## src/rtl/clint_timer_ctrl.sv

```systemverilog
// rtl/clint_timer_ctrl.sv - MMIO mtime/mtimecmp timer with registered level timer interrupt.
// Optional msip register and soft_int_o are enabled by defining CLINT_TIMER_MSIP_EN.
module clint_timer_ctrl #(
  parameter logic [63:0] MTIME_ADDR    = 64'h0000_0000_0200_BFF8,
  parameter logic [63:0] MTIMECMP_ADDR = 64'h0000_0000_0200_4000,
  parameter logic [63:0] MSIP_ADDR     = 64'h0000_0000_0200_0000,
  parameter int unsigned PRESCALE      = 1
) (
  input  logic        clk,
  input  logic        rst,
  input  logic        req_valid_i,
  output logic        req_ready_o,
  input  logic        req_wen_i,
  input  logic [63:0] req_addr_i,
  input  logic [63:0] req_wdata_i,
  input  logic [7:0]  req_wmask_i,
  output logic        rsp_valid_o,
  input  logic        rsp_ready_i,
  output logic [63:0] rsp_rdata_o,
  output logic        rsp_err_o,
  output logic [63:0] mtime_o,
  output logic        timer_int_o,
  output logic        soft_int_o
);

  typedef enum logic {IDLE, RESP} state_e;

  localparam logic [15:0] PRESC_MAX = 16'(PRESCALE - 1);

  state_e      state_q, state_d;
  logic [63:0] mtime_q, mtime_d;
  logic [63:0] mtimecmp_q, mtimecmp_d;
  logic [15:0] presc_q, presc_d;
  logic [63:0] rsp_rdata_q, rsp_rdata_d;
  logic        rsp_err_q, rsp_err_d;
  logic        timer_int_q, timer_int_d;

  logic        aligned, hit_mtime, hit_cmp, hit_msip, mapped, tick, do_write;
  logic [63:0] bmask, rd_val;

`ifdef CLINT_TIMER_MSIP_EN
  logic msip_q, msip_d;
`else
  logic unused_msip_addr;
  assign unused_msip_addr = ^MSIP_ADDR;
`endif

  assign aligned   = (req_addr_i[2:0] == 3'b000);
  assign hit_mtime = aligned && (req_addr_i == MTIME_ADDR);
  assign hit_cmp   = aligned && (req_addr_i == MTIMECMP_ADDR);
`ifdef CLINT_TIMER_MSIP_EN
  assign hit_msip  = aligned && (req_addr_i == MSIP_ADDR);
`else
  assign hit_msip  = 1'b0;
`endif
  assign mapped    = hit_mtime | hit_cmp | hit_msip;
  assign tick      = (presc_q == PRESC_MAX);
  assign do_write  = (state_q == IDLE) && req_valid_i && req_wen_i && mapped && (|req_wmask_i);

  always_comb begin
    bmask = '0;
    for (int i = 0; i < 8; i++) begin
      bmask[i*8 +: 8] = {8{req_wmask_i[i]}};
    end
  end

  always_comb begin
    rd_val = '0;
    if (hit_mtime) rd_val = mtime_q;
    if (hit_cmp)   rd_val = mtimecmp_q;
`ifdef CLINT_TIMER_MSIP_EN
    if (hit_msip)  rd_val = {63'b0, msip_q};
`endif
  end

  always_comb begin
    state_d     = state_q;
    presc_d     = tick ? 16'd0 : presc_q + 16'd1;
    mtime_d     = mtime_q + {63'b0, tick};
    mtimecmp_d  = mtimecmp_q;
    rsp_rdata_d = rsp_rdata_q;
    rsp_err_d   = rsp_err_q;
    timer_int_d = (mtime_q >= mtimecmp_q);
`ifdef CLINT_TIMER_MSIP_EN
    msip_d      = msip_q;
`endif

    // A software write to mtime overrides the same-cycle increment.
    if (do_write && hit_mtime) mtime_d    = (mtime_q & ~bmask) | (req_wdata_i & bmask);
    if (do_write && hit_cmp)   mtimecmp_d = (mtimecmp_q & ~bmask) | (req_wdata_i & bmask);
`ifdef CLINT_TIMER_MSIP_EN
    if (do_write && hit_msip && req_wmask_i[0]) msip_d = req_wdata_i[0];
`endif

    case (state_q)
      IDLE: begin
        if (req_valid_i) begin
          state_d     = RESP;
          rsp_err_d   = ~mapped;
          rsp_rdata_d = (!req_wen_i && mapped) ? rd_val : 64'd0;
        end
      end
      RESP: begin
        if (rsp_ready_i) state_d = IDLE;
      end
      default: state_d = IDLE;
    endcase
  end

  always_ff @(posedge clk or posedge rst) begin
    if (rst) begin
      state_q     <= IDLE;
      mtime_q     <= '0;
      mtimecmp_q  <= '1;
      presc_q     <= '0;
      rsp_rdata_q <= '0;
      rsp_err_q   <= 1'b0;
      timer_int_q <= 1'b0;
`ifdef CLINT_TIMER_MSIP_EN
      msip_q      <= 1'b0;
`endif
    end else begin
      state_q     <= state_d;
      mtime_q     <= mtime_d;
      mtimecmp_q  <= mtimecmp_d;
      presc_q     <= presc_d;
      rsp_rdata_q <= rsp_rdata_d;
      rsp_err_q   <= rsp_err_d;
      timer_int_q <= timer_int_d;
`ifdef CLINT_TIMER_MSIP_EN
      msip_q      <= msip_d;
`endif
    end
  end

  assign req_ready_o = (state_q == IDLE);
  assign rsp_valid_o = (state_q == RESP);
  assign rsp_rdata_o = rsp_rdata_q;
  assign rsp_err_o   = rsp_err_q;
  assign mtime_o     = mtime_q;
  assign timer_int_o = timer_int_q;
`ifdef CLINT_TIMER_MSIP_EN
  assign soft_int_o  = msip_q;
`else
  assign soft_int_o  = 1'b0;
`endif

endmodule
```

## config.mk

```make
export PLATFORM = sky130hd
export DESIGN_NAME = clint_timer_ctrl
export DESIGN_NICKNAME = d
export VERILOG_FILES = /design/src/rtl/clint_timer_ctrl.sv
export SDC_FILE = /design/constraint.sdc
export NUM_CORES = 1
export LEC_CHECK = 0
export CORE_ASPECT_RATIO = 1.4
export CORE_MARGIN = 2
export CORE_UTILIZATION = 35
export CTS_BUF_LIST = sky130_fd_sc_hd__clkbuf_16
export DETAILED_ROUTE_END_ITERATION = 10
export PLACE_DENSITY_LB_ADDON = 0.2
export RECOVER_POWER = 100
export SYNTH_ARGS = -nofsm -noshare
export SYNTH_HDL_FRONTEND = slang
export SYNTH_SLANG_ARGS = --single-unit
```

## constraint.sdc

```tcl
create_clock -name clk -period 7.7 [get_ports clk]
set_clock_uncertainty 0.2 [all_clocks]
set_input_delay 1.54 -clock clk [delete_from_list [all_inputs] [get_ports clk]]
set_output_delay 1.54 -clock clk [all_outputs]
set_load 0.01 [all_outputs]
```

-- Word level (Yosys, flattened, before mapping)
Index checks and enable logic that the tools add are counted.
W data, S select, Z words.
- flip-flop bits (word level): 211
- bits in latches: 0
- RAM bits: 0
- ROM bits: 0
- input port bits: 141
- output and inout port bits: 133
- word-level logic and storage cells: 43
- memories kept: 0
- add/subtract/negate cells: 2
- multipliers: 0
- divide/modulo/power cells: 0
- $lt $le $gt $ge: 1
- eq/ne operators: 2
- shift operators: 0
- multiplexer cells: 8
- bitwise operators: 9
- reduce and logical (&&, ||, !) cells: 14
- operator list (cell ; count):
    $mux W64 ; 4
    $and A64 B64 Y64 ; 3
    $eq A64 B26 Y1 const B ; 2
    $or A64 B64 Y64 ; 2
    $add A64 B1 Y64 ; 1
    $ge A64 B64 Y1 ; 1
    $not A64 Y64 ; 1
    $add A16 B1 Y16 const B ; 1
    $logic_not A16 Y1 ; 1
    $mux W16 ; 1
    $logic_and A1 B1 Y1 ; 9
    $reduce_or A8 Y1 ; 1
    $logic_not A3 Y1 ; 1
    $mux W1 ; 2
    $not A1 Y1 ; 2
    $pmux W1 S2 ; 1
    $reduce_and A2 Y1 ; 1
    $logic_not A1 Y1 ; 1
    $or A1 B1 Y1 ; 1

-- Longest topological paths before layout
Gate-level depths: netlist of run 1.
- depth after elaboration: 7
- depth in mapped cells: 13
- depth with buffers taken out: 12

-- Worst setup path after synthesis of run 1
OpenSTA, ideal clock, no wires.
- path kind: input-to-reg
- start: input port req_addr_i[21]
- end: register rsp_rdata_q[19], in the netlist rsp_rdata_o[19]
- arrival: 3.540 ns
- data required time: 7.368 ns
- path slack: 3.828 ns
- stages on the path: 9
- buffers on the path: 3
- path through: nor4b_1 nand4_1 or4_1 buf_6 nor2_8 buf_6 buf_6 mux2i_1 o21ai_1
- cells in the longest elaborated chain, start to end: 5
- elaborated cells on any way between the ends: 9
- classes of those cells: 2 x eq/ne; 3 x mux; 1 x bitwise; 3 x reduce/logical
- ends and longest elaborated chain (what ; RTL line ; text):
    from (decl) ; 14 ; input logic [63:0] req_addr_i,
    $eq A64 B26 Y1 (on tied branches) ; 49, 50 ;
    $logic_and A1 B1 Y1 (on tied branches) ; 49, 50 ;
    $mux W64 / $or A1 B1 Y1 (equally long branches) ; 69, 56 ;
    $mux W64 / $logic_and A1 B1 Y1 (equally long branches) ; 70, 100 ;
    $mux W64 * ; 100 ; rsp_rdata_d = (!req_wen_i && mapped) ? rd_val : 64'd0;
    to (signal assigned) ; 127 ; rsp_rdata_q <= rsp_rdata_d;
    to (decl) ; 34 ; logic [63:0] rsp_rdata_q, rsp_rdata_d;
Mark *: on every way between the ends. The rest lies on a longest branch, timed or not.
A chain may end at the register's enable or synchronous reset.

==> metrics.txt, run 1 <==
Max transition margin -175%; first-pass GRT wire length 62.6 mm; vias in the first global route 10700; Comb power frac 6.8%; largest net degree at the start of global routing 123; Post-CTS Setup Bufs 0; Post-synth EDFFs 0; P&R area growth vs syn 30.2%; chip width 162 um; Avg WL per Cell 20.9 um; Psw 557 uW; CTS Hold Bufs 0; Worst Setup Start Kind input port; synth warn 0; DR vias 10600; vias per std cell 5.44; DIE AREA 36700 um2; total power 2320 uW; switching part of the total power 24.0%; Hold Path Class register to register; buffers from clock root to sink, at most 3; die extent in y 226 um; Internal Dissipation 1760 uW; final setup fails 0; Post-DRT Antenna Nets 0; Sink Count 211; clock slew at reported path FFs 60 ps; CP arrival 6500 ps; row cnt 81; FFs w/ async S/R, synth 100%; status finished, violations left; Pleak 0.00649 uW; pre-CTS setup slack 1470 ps; Period Utilization, post-route 81.7%; final slew viol count 205; sequential power share 48.1%; final hold violations 0; DRT Wirelength 40.7 mm; synthesized area per cell 10.1 um2; Req. time, crit path 7910 ps; synth top area cells dfrtp_1 30%, dfstp_2 14%, ha_1 6.9%; htree depth 1; Peak Freq 159 MHz; Iteration-0 DRC Markers 631; failing checks capacitance limit, slew limit; Critical Path Fanout Max 20; Cells after Synth 1213; post-CTS sizing 0; power share of the clock group 45.2%; Initial Util 35.4%; dpl hpwl 30.2 mm; initial antenna violation count 4; GRT Overall Usage 22.0%; total negative slack 0 ps; Critical Path Sink Type register; post-route DRC violation count 0; Root Driver clkbuf_16; power density cells 145 nW/um2; IR drop worst, VDD 0.0971 mV; CTS tree built; PnR worst setup slack 1410 ps; # port buffers 272; area leader, netlist dfrtp_1; Synth Cell Area 12300 um2; post-route minimum period 6290 ps; IO Pins 274; critical path class input port to register; count of different cell masters after synthesis 75; post-synth top area share 29.9%; Main synth FF type dfrtp_1; Clk Latency, worst-skew pair 540 ps; syn_nets 1422; GR Overflow Total 0; RSZ-0062 raised after global routing false; CTS buffer count 23; Layout Nets 1681; number of max-cap violations 5; worst-margin pin slew 4110 ps; core region area 34800 um2; layout cells sized above 1 13.9%; TritonRoute pass-1 iters 5; Yosys reg bits 211; GPL Wtd Cong 0.812; Seq/Total Area, Yosys 43.6%
## path summary, 6_finish.rpt
check | start | endpoint | slack (ps) | cells past startpoint
min in group asynchronous | rst | rsp_rdata_o[18]$_DFFE_PP0P_ | 2480 | 2
worst min register to register | rsp_rdata_o[37]$_DFFE_PP0P_ | rsp_rdata_o[37]$_DFFE_PP0P_ | 270 | 2
worst max-delay path | req_addr_i[27] | register | 1410 | 7
max in group asynchronous | rst | rsp_rdata_o[57]$_DFFE_PP0P_ | 2900 | 2
worst max register to register | presc_q[0]$_DFF_PP0_ | register | 2450 | 11
worst min-delay path | rsp_rdata_o[37]$_DFFE_PP0P_ | rsp_rdata_o[37]$_DFFE_PP0P_ | 270 | 2
## cells in the final DEF, fill, tap and decap left out, types with 4 or more instances in the layout
master	count
dfrtp_1	147
clkdlybuf4s50_1	136
dlygate4sd3_1	136
nand2_1	129
o21ai_0	93
inv_1	84
mux2i_1	68
ha_1	68
mux2_2	65
dfstp_2	63
nor2_1	51
nand3_1	49
nand4_1	42
a21oi_1	37
nor4_1	24
nor3_1	23
a211oi_1	23
clkbuf_16	23
and3_1	21
o221a_2	19
and4_1	16
a311oi_1	10
and2_1	9
a211o_1	9
xnor2_1	9
clkinv_1	7
o311ai_0	6
o22ai_1	5
a31oi_1	5
xor2_1	5
buf_4	5
o211a_1	4
o21ba_2	4
a221oi_1	4
a32oi_1	4
a2bb2oi_1	4
clkinv_2	4
clkbuf_1	4
## routing by layer
layer / vias up / track usage [%] / wire length (um)
met3: 55 / 3.84 / 2360
met4: 0 / 6.51 / 765
met1: 5202 / 27.0 / 16500
li1: 5056 / - / -
met5: - / 0 / 0
met2: 293 / 39.5 / 21100
## synth_stat cells (4+ instances only)
master and number:
mux2_2 65, clkbuf_1 27, and4_1 16, a2111o_1 4, and3_1 21, dfrtp_1 147
inv_1 80, o211a_1 4, buf_6 10, a221oi_1 4, a311oi_1 10, xor2_1 5
nor2_1 50, nand4_2 8, nand3_1 49, nand2_1 130, xnor2_1 9, a2bb2oi_1 4
a211o_1 9, nand4_1 34, buf_2 7, o311ai_0 6, dfstp_2 64, o21ai_1 50
o22ai_1 5, a32oi_1 4, o21ba_2 4, o21ai_0 45, nor3_1 23, a21oi_1 37
o221a_2 19, ha_1 68, a31oi_1 5, mux2i_1 68, nor4_1 25, a211oi_1 23
and2_1 10
## power by group through the flow
stage | clock (uW) | sequential, uW | combinational [uW]
6_report | 1050 | 1110 | 157
5_1_grt | 1120 | 1110 | 169
4_1_cts | 1080 | 1110 | 165
3_5_place_dp | 0 | 1130 | 164
3_3_place_gp | 0 | 1130 | 164
2_1_floorplan | 0 | 1130 | 41.1
## through the flow
step                cells  hold slack (ps)  instance area, um2  util (%)
finish               1948              268               16000      46.1
global route         1946              296               16000      46.1
global placement     1903              266               15400      44.4
detailed placement   1903              269               15400      44.4
CTS                  1945              284               16100      46.4
floorplan            1213              243               12300         -
## kinds of logic (layout without fill, tap and decap cells)
group,Yosys count,after routing,synth area share [%]
simple gates,392,392,17.1
compound gates,266,266,15.3
flops,211,211,43.6
mux,133,133,11.5
buf+inv,128,404,4.65
fa+ha+maj,68,68,6.92
xor+xnor,14,14,0.997
other cells,1,4,0.0305
## critical path, stage by stage
cell           delay, ps
dlygate4sd3_1        610
nor4_1               550
nand4_1              310
or4_1                980
nor3_2              1510
nand2_1              550
o221a_2              430
## area by class of cell
type / count / area, um2
Antenna cell: 3 / 7.51
Clock buffer: 23 / 576
Clock inverter: 19 / 111
Fill cell: 3338 / 18700
Inverter: 80 / 302
Multi-Input combinational cell: 874 / 6300
Sequential cell: 211 / 5360
Tap cell: 456 / 571
Timing Repair Buffer: 282 / 2800
Note: power is estimated with default switching activity, not from simulation.
==> run 2, diff against run 1 <==
clock period = 6.3 ns   (was 7.7 ns; I/O delays follow)
==> metrics.txt, run 2 (same netlist as run 1, synthesis figures left out) <==
post-route minimum period 5150 ps; GPL Wtd Cong 0.824 (+1.5%); CP arrival 5350 ps (-1150 ps); RR Startpoint presc_q[0]$_DFF_PP0_; critical path's largest stage delay 1130 ps (-380 ps); Design Area, Final 16200 um2 (+1.2%); initial antenna violation count 2 (-2); register area 5360 um2 (unchanged); Comb power frac 6.3% (-0.5 points); CTS Hold Bufs 0 (unchanged); M1 WL 16.6 mm (+1.1%); P&R area growth vs syn 31.8%; Period Utilization, post-route 81.8%; Iteration-0 DRC Markers 593 (-6.0%); worst hold path cell count 2 (unchanged); chip width 162 um (unchanged); PnR worst setup slack 1150 ps (-259 ps); DR vias 10800 (+1.9%); crit path max-delay cell type clkbuf_1; crit path cell chain dlygate4sd3_1 -> nor4_1 -> nand4_1 -> nor4_1 -> clkbuf_1 -> nand3_1 -> clkbuf_2 -> mux2i_1 -> a211o_1; most common cell after layout, fill and taps aside dfrtp_1; row cnt 81 (unchanged); Hold Path Class register to register; CTS tree built; first-pass GRT wire length 63.3 mm (+1.3%); sequential power share 44.9% (-3.2 points); Hold Startpoint rsp_rdata_o[20]$_DFFE_PP0P_; buffers from clock root to sink, at most 3 (unchanged); dpl hpwl 30.5 mm (+1.1%); critical path class input port to register; Peak Freq 194 MHz; Fill cells 3329 (-0.27%); IR drop worst, VDD 0.144 mV (+48%); Max transition margin -127% (+48 points); post-CTS sizing 0 (unchanged); diode count 0 (-3); Avg WL per Cell 20.9 um (+0.29%); status finished, violations left; core region area 34800 um2 (unchanged); power share of the clock group 48.8% (+3.6 points); RSZ-0062 raised after global routing false; DRT Wirelength 40.9 mm (+0.70%); multi-input logic area 6290 um2 (-0.14%); final setup fails 0 (unchanged); vias in the first global route 10900 (+1.8%); vias per std cell 5.52 (+1.5%); Post-DRT Antenna Nets 0 (unchanged); failing checks capacitance limit, slew limit; layout cells sized above 1 14.9% (+1.0 points); Critical Path Fanout Max 40 (+100%); largest net degree at the start of global routing 111 (-9.8%); htree depth 1 (unchanged); dpl cell area 15500 um2 (+0.41%); Critical Path Sink Type register; # port buffers 272 (unchanged); Sink Count 211 (unchanged); WL met2 21.4 mm (+1.7%); most used cell, CP nor4_1; die extent in y 226 um (unchanged); number of max-cap violations 2 (-3); GRT Overall Usage 22.3% (+0.27 points); met3 wire len 2.04 mm (-14%); DIE AREA 36700 um2 (unchanged); R2R depth 12 (+1); Post-CTS Setup Bufs 0 (unchanged); TritonRoute pass-1 iters 5 (unchanged); pre-CTS setup slack 1110 ps (-360 ps); Worst Setup Start Kind input port; Clk Latency, worst-skew pair 530 ps (about the same); post-route DRC violation count 0 (unchanged); Root Driver clkbuf_16; CTS buffer count 24 (+4.3%); GR Overflow Total 0 (unchanged); IO Pins 274 (unchanged); R2R Setup Slk 1810 ps (-640 ps); Req. time, crit path 6500 ps (-1410 ps); clock slew at reported path FFs 60 ps (about the same); Max Used Layer met4; total negative slack 0 ps (unchanged); Internal Dissipation 2340 uW (+33%); Pleak 0.00660 uW (+1.7%); Psw 699 uW (+26%); final slew viol count 128 (-38%); final hold violations 0 (unchanged); Initial Util 35.4% (unchanged); worst-margin pin slew 3410 ps (-700 ps); crit path from req_addr_i[44]; Layout Nets 1691 (+0.59%); most frequent cells in the layout 147 x dfrtp_1, 136 x clkdlybuf4s50_1, 136 x dlygate4sd3_1; switching part of the total power 23.0% (-0.97 points); power density cells 187 nW/um2 (+29%); hold_ws 270 ps (+1.94 ps)
==> run 2: stage by stage <==
stage / util [%] / cells / power, uW
floorplan: - / 1213 / 1440
global placement: 44.6 / 1912 / 1590
detailed placement: 44.6 / 1912 / 1590
CTS: 46.9 / 1956 / 3080
global route: 46.6 / 1956 / 3140
finish: 46.6 / 1956 / 3030
==> run 2: critical path, delay by kind of cell <==
kind | cells | cell delay [ps]
compound gates | 1 | 330
buf+inv | 3 | 2350
mux | 1 | 270
simple gates | 4 | 1130
==> run 2: final cells by class <==
class,count,share of cell area (%)
clock buffer,25,3.86
clock inverter,19,1.23
inverter,80,1.86
multi-input combinational,874,38.8
sequential,211,33.1
tap,456,3.52
timing repair buffer,291,17.7
==> run 2: routing by layer <==
metal  global-route usage [%]  vias up
met1                     27.6     5336
met2                     40.9      338
met3                     2.85       54
li1                         -     5076
met4                     5.45        0
met5                        0        -
==> run 2: worst min path at each step <==
stage	endpoint
after floorplan	presc_q[15]$_DFF_PP0_
after global placement	rsp_rdata_o[29]$_DFFE_PP0P_
after detailed placement	rsp_rdata_o[49]$_DFFE_PP0P_
after CTS	presc_q[15]$_DFF_PP0_
after global routing	rsp_rdata_o[9]$_DFFE_PP0P_
final	rsp_rdata_o[20]$_DFFE_PP0P_
==> run 2: power groups by stage <==
stage / sequential [uW] / combinational, uW / clock [uW]
floorplan: 1390 / 50.5 / 0
global placement: 1390 / 202 / 0
detailed placement: 1390 / 202 / 0
CTS: 1360 / 203 / 1510
global route: 1360 / 207 / 1570
finish: 1360 / 192 / 1480
==> RTL change (config.mk and constraints of run 2) <==
`rsp_rdata_q` no longer has a reset.
--- a/src/rtl/clint_timer_ctrl.sv
+++ b/src/rtl/clint_timer_ctrl.sv
@@ -115,3 +115,2 @@
       presc_q     <= '0;
-      rsp_rdata_q <= '0;
       rsp_err_q   <= 1'b0;
@@ -126,3 +125,2 @@
       presc_q     <= presc_d;
-      rsp_rdata_q <= rsp_rdata_d;
       rsp_err_q   <= rsp_err_d;
@@ -133,2 +131,6 @@
     end
+  end
+
+  always_ff @(posedge clk) begin
+    rsp_rdata_q <= rsp_rdata_d;
   end
Check against the original RTL: not equivalent (Yosys sat finds a counterexample within 4 cycles, from zero or initial values and one cycle with rst high).
==> RTL change against run 2 <==
  * The run still ends with capacitance limit, slew limit left
  * Sequential cell count is the same
  * Final cell count shrank 0.31%
  * Area after synthesis shrank 4.1%
  * Final area shrank 2.9%
  * Wire length shrank 9.7%
  * Register-to-register slack gained 0.42 ns
  * Setup slack gained 0.17 ns
  * Non-clock buffer count shrank 7
  * Power grew 1.9%
  * Largest cell class is now flip-flops and latches
==> RTL change: results (changes against run 2) <==
Post-DP HPWL -> 27000 um (-12%)
routed vias -> 10300 (-4.7%)
detailed router's first-iteration violation count -> 532 (-10%)
slew of the pin with the lowest slew margin -> 2.22 ns (-1.19 ns)
post-detailed-placement cell area -> 0.0150 mm^2 (-3.3%)
final slew viol count -> 102 (-20%)
Net Count, Synth -> 1436 (+0.98%)
worst hold path endpoint -> presc_q[15]
maximum vdd ir drop -> 0.163 mV (+14%)
worst hold path cell count -> 1 (-1)
number of antenna violations at the first check in global routing -> 1 (-1)
placed insts -> 1906 (-0.31%)
largest cells by area after synthesis -> dfrtp_1 (18%), edfxtp_1 (16%), dfstp_2 (14%), ha_1 (7.2%), nand2_1 (6.2%)
global-route wire length before repair -> 59400 um (-6.2%)
violated checks -> capacitance limit, slew limit
Async S/R FF share, synth -> 69.7% (-30 points)
Seq/Total Area, Yosys -> 48.1% (+4.6 points)
Synth Area per Inst -> 9.62 um^2 (-5.2%)
status -> finished, violations left
count of maximum capacitance violations -> 2 (unchanged)
synth unique cells -> 62 (-17%)
global placer's final weighted congestion -> 0.836 (+1.4%)
sequential power share -> 47.1% (+2.2 points)
leading cell types by count after synthesis -> nand2_1 (194), a21oi_1 (127), inv_1 (86), dfrtp_1 (83), nor2_1 (75)
via count normalized by instance count -> 5.28 (-4.5%)
Register-to-Register Setup Slack -> 2.23 ns (+0.42 ns)
library cell contributing the largest single delay on the critical path -> or4_1
fraction of layout cells with a size suffix above 1 -> 12.8% (-2.2 points)
Crit path max-delay family -> simple AND/OR/NAND/NOR gates
largest fanout on the critical path -> 23 (-43%)
count of filler cells inserted in the layout -> 3185 (-4.3%)
largest net degree at the start of global routing -> 97 (-13%)
Total Routing Usage GR -> 20.9% (-1.4 points)
relative contribution of the clock network to total power -> 45.9% (-2.9 points)
Power Density -> 197 mW/mm^2 (+5.0%)
Static Leak -> 6.25 nW (-5.2%)
final net count -> 1696 (+0.30%)
min-delay src -> presc_q[15]
## RTL change: cell types whose count changed after synthesis, sizes merged, moves of 23 or more
cell / change
nor2: +23
nand2: +63
o21ai: -54
edfxtp: +64
dfrtp: -64
a21oi: +90
mux2i: -65
## RTL change: worst max-delay path by stage
stage	from	to	slack (ns)
4_1_cts	req_addr_i[25]	register	1.91
5_1_grt	req_addr_i[22]	register	0.96
6_report	req_addr_i[22]	register	1.32
2_1_floorplan	rst	async pin	0.99
3_5_place_dp	req_addr_i[21]	register	1.37
3_3_place_gp	req_addr_i[46]	register	1.47
## RTL change: cell families after synthesis
kind of cell             count (synthesis)  synth area share (%)
multiplexers                            66                  6.27
XOR/XNOR                                14                  1.04
adder cells (fa/ha/maj)                 68                  7.21
AO/OA/AOI/OAI                          271                  14.2
other                                    1                0.0318
flip-flops                             211                  48.1
buffers and inverters                  136                  4.53
AND/OR/NAND/NOR                        460                  18.6
## RTL change: layer usage
layer / part of all wire (%) / vias up / track usage [%]
met1: 41 / 5038 / 25.3
met4: 2.3 / 2 / 6.07
met5: 0.030 / - / 0
met2: 52 / 265 / 38.1
met3: 4.7 / 50 / 3.11
li1: - / 4936 / -
## RTL change: stage by stage
stage,hold WS (ns),utilization (%)
6_report,0.286,47.4
5_1_grt,0.310,47.4
4_1_cts,0.294,47.5
3_5_place_dp,0.275,45.1
3_3_place_gp,0.266,45.1
2_1_floorplan,0.247,-
## RTL change: area by class of cell
class / instances / share of cell area [%]
Clock inverter: 19 / 0.994
Inverter: 86 / 2.08
Tap cell: 445 / 3.54
Clock buffer: 25 / 3.98
Timing Repair Buffer: 284 / 17.7
Sequential cell: 211 / 36.1
Multi-Input combinational cell: 880 / 35.6
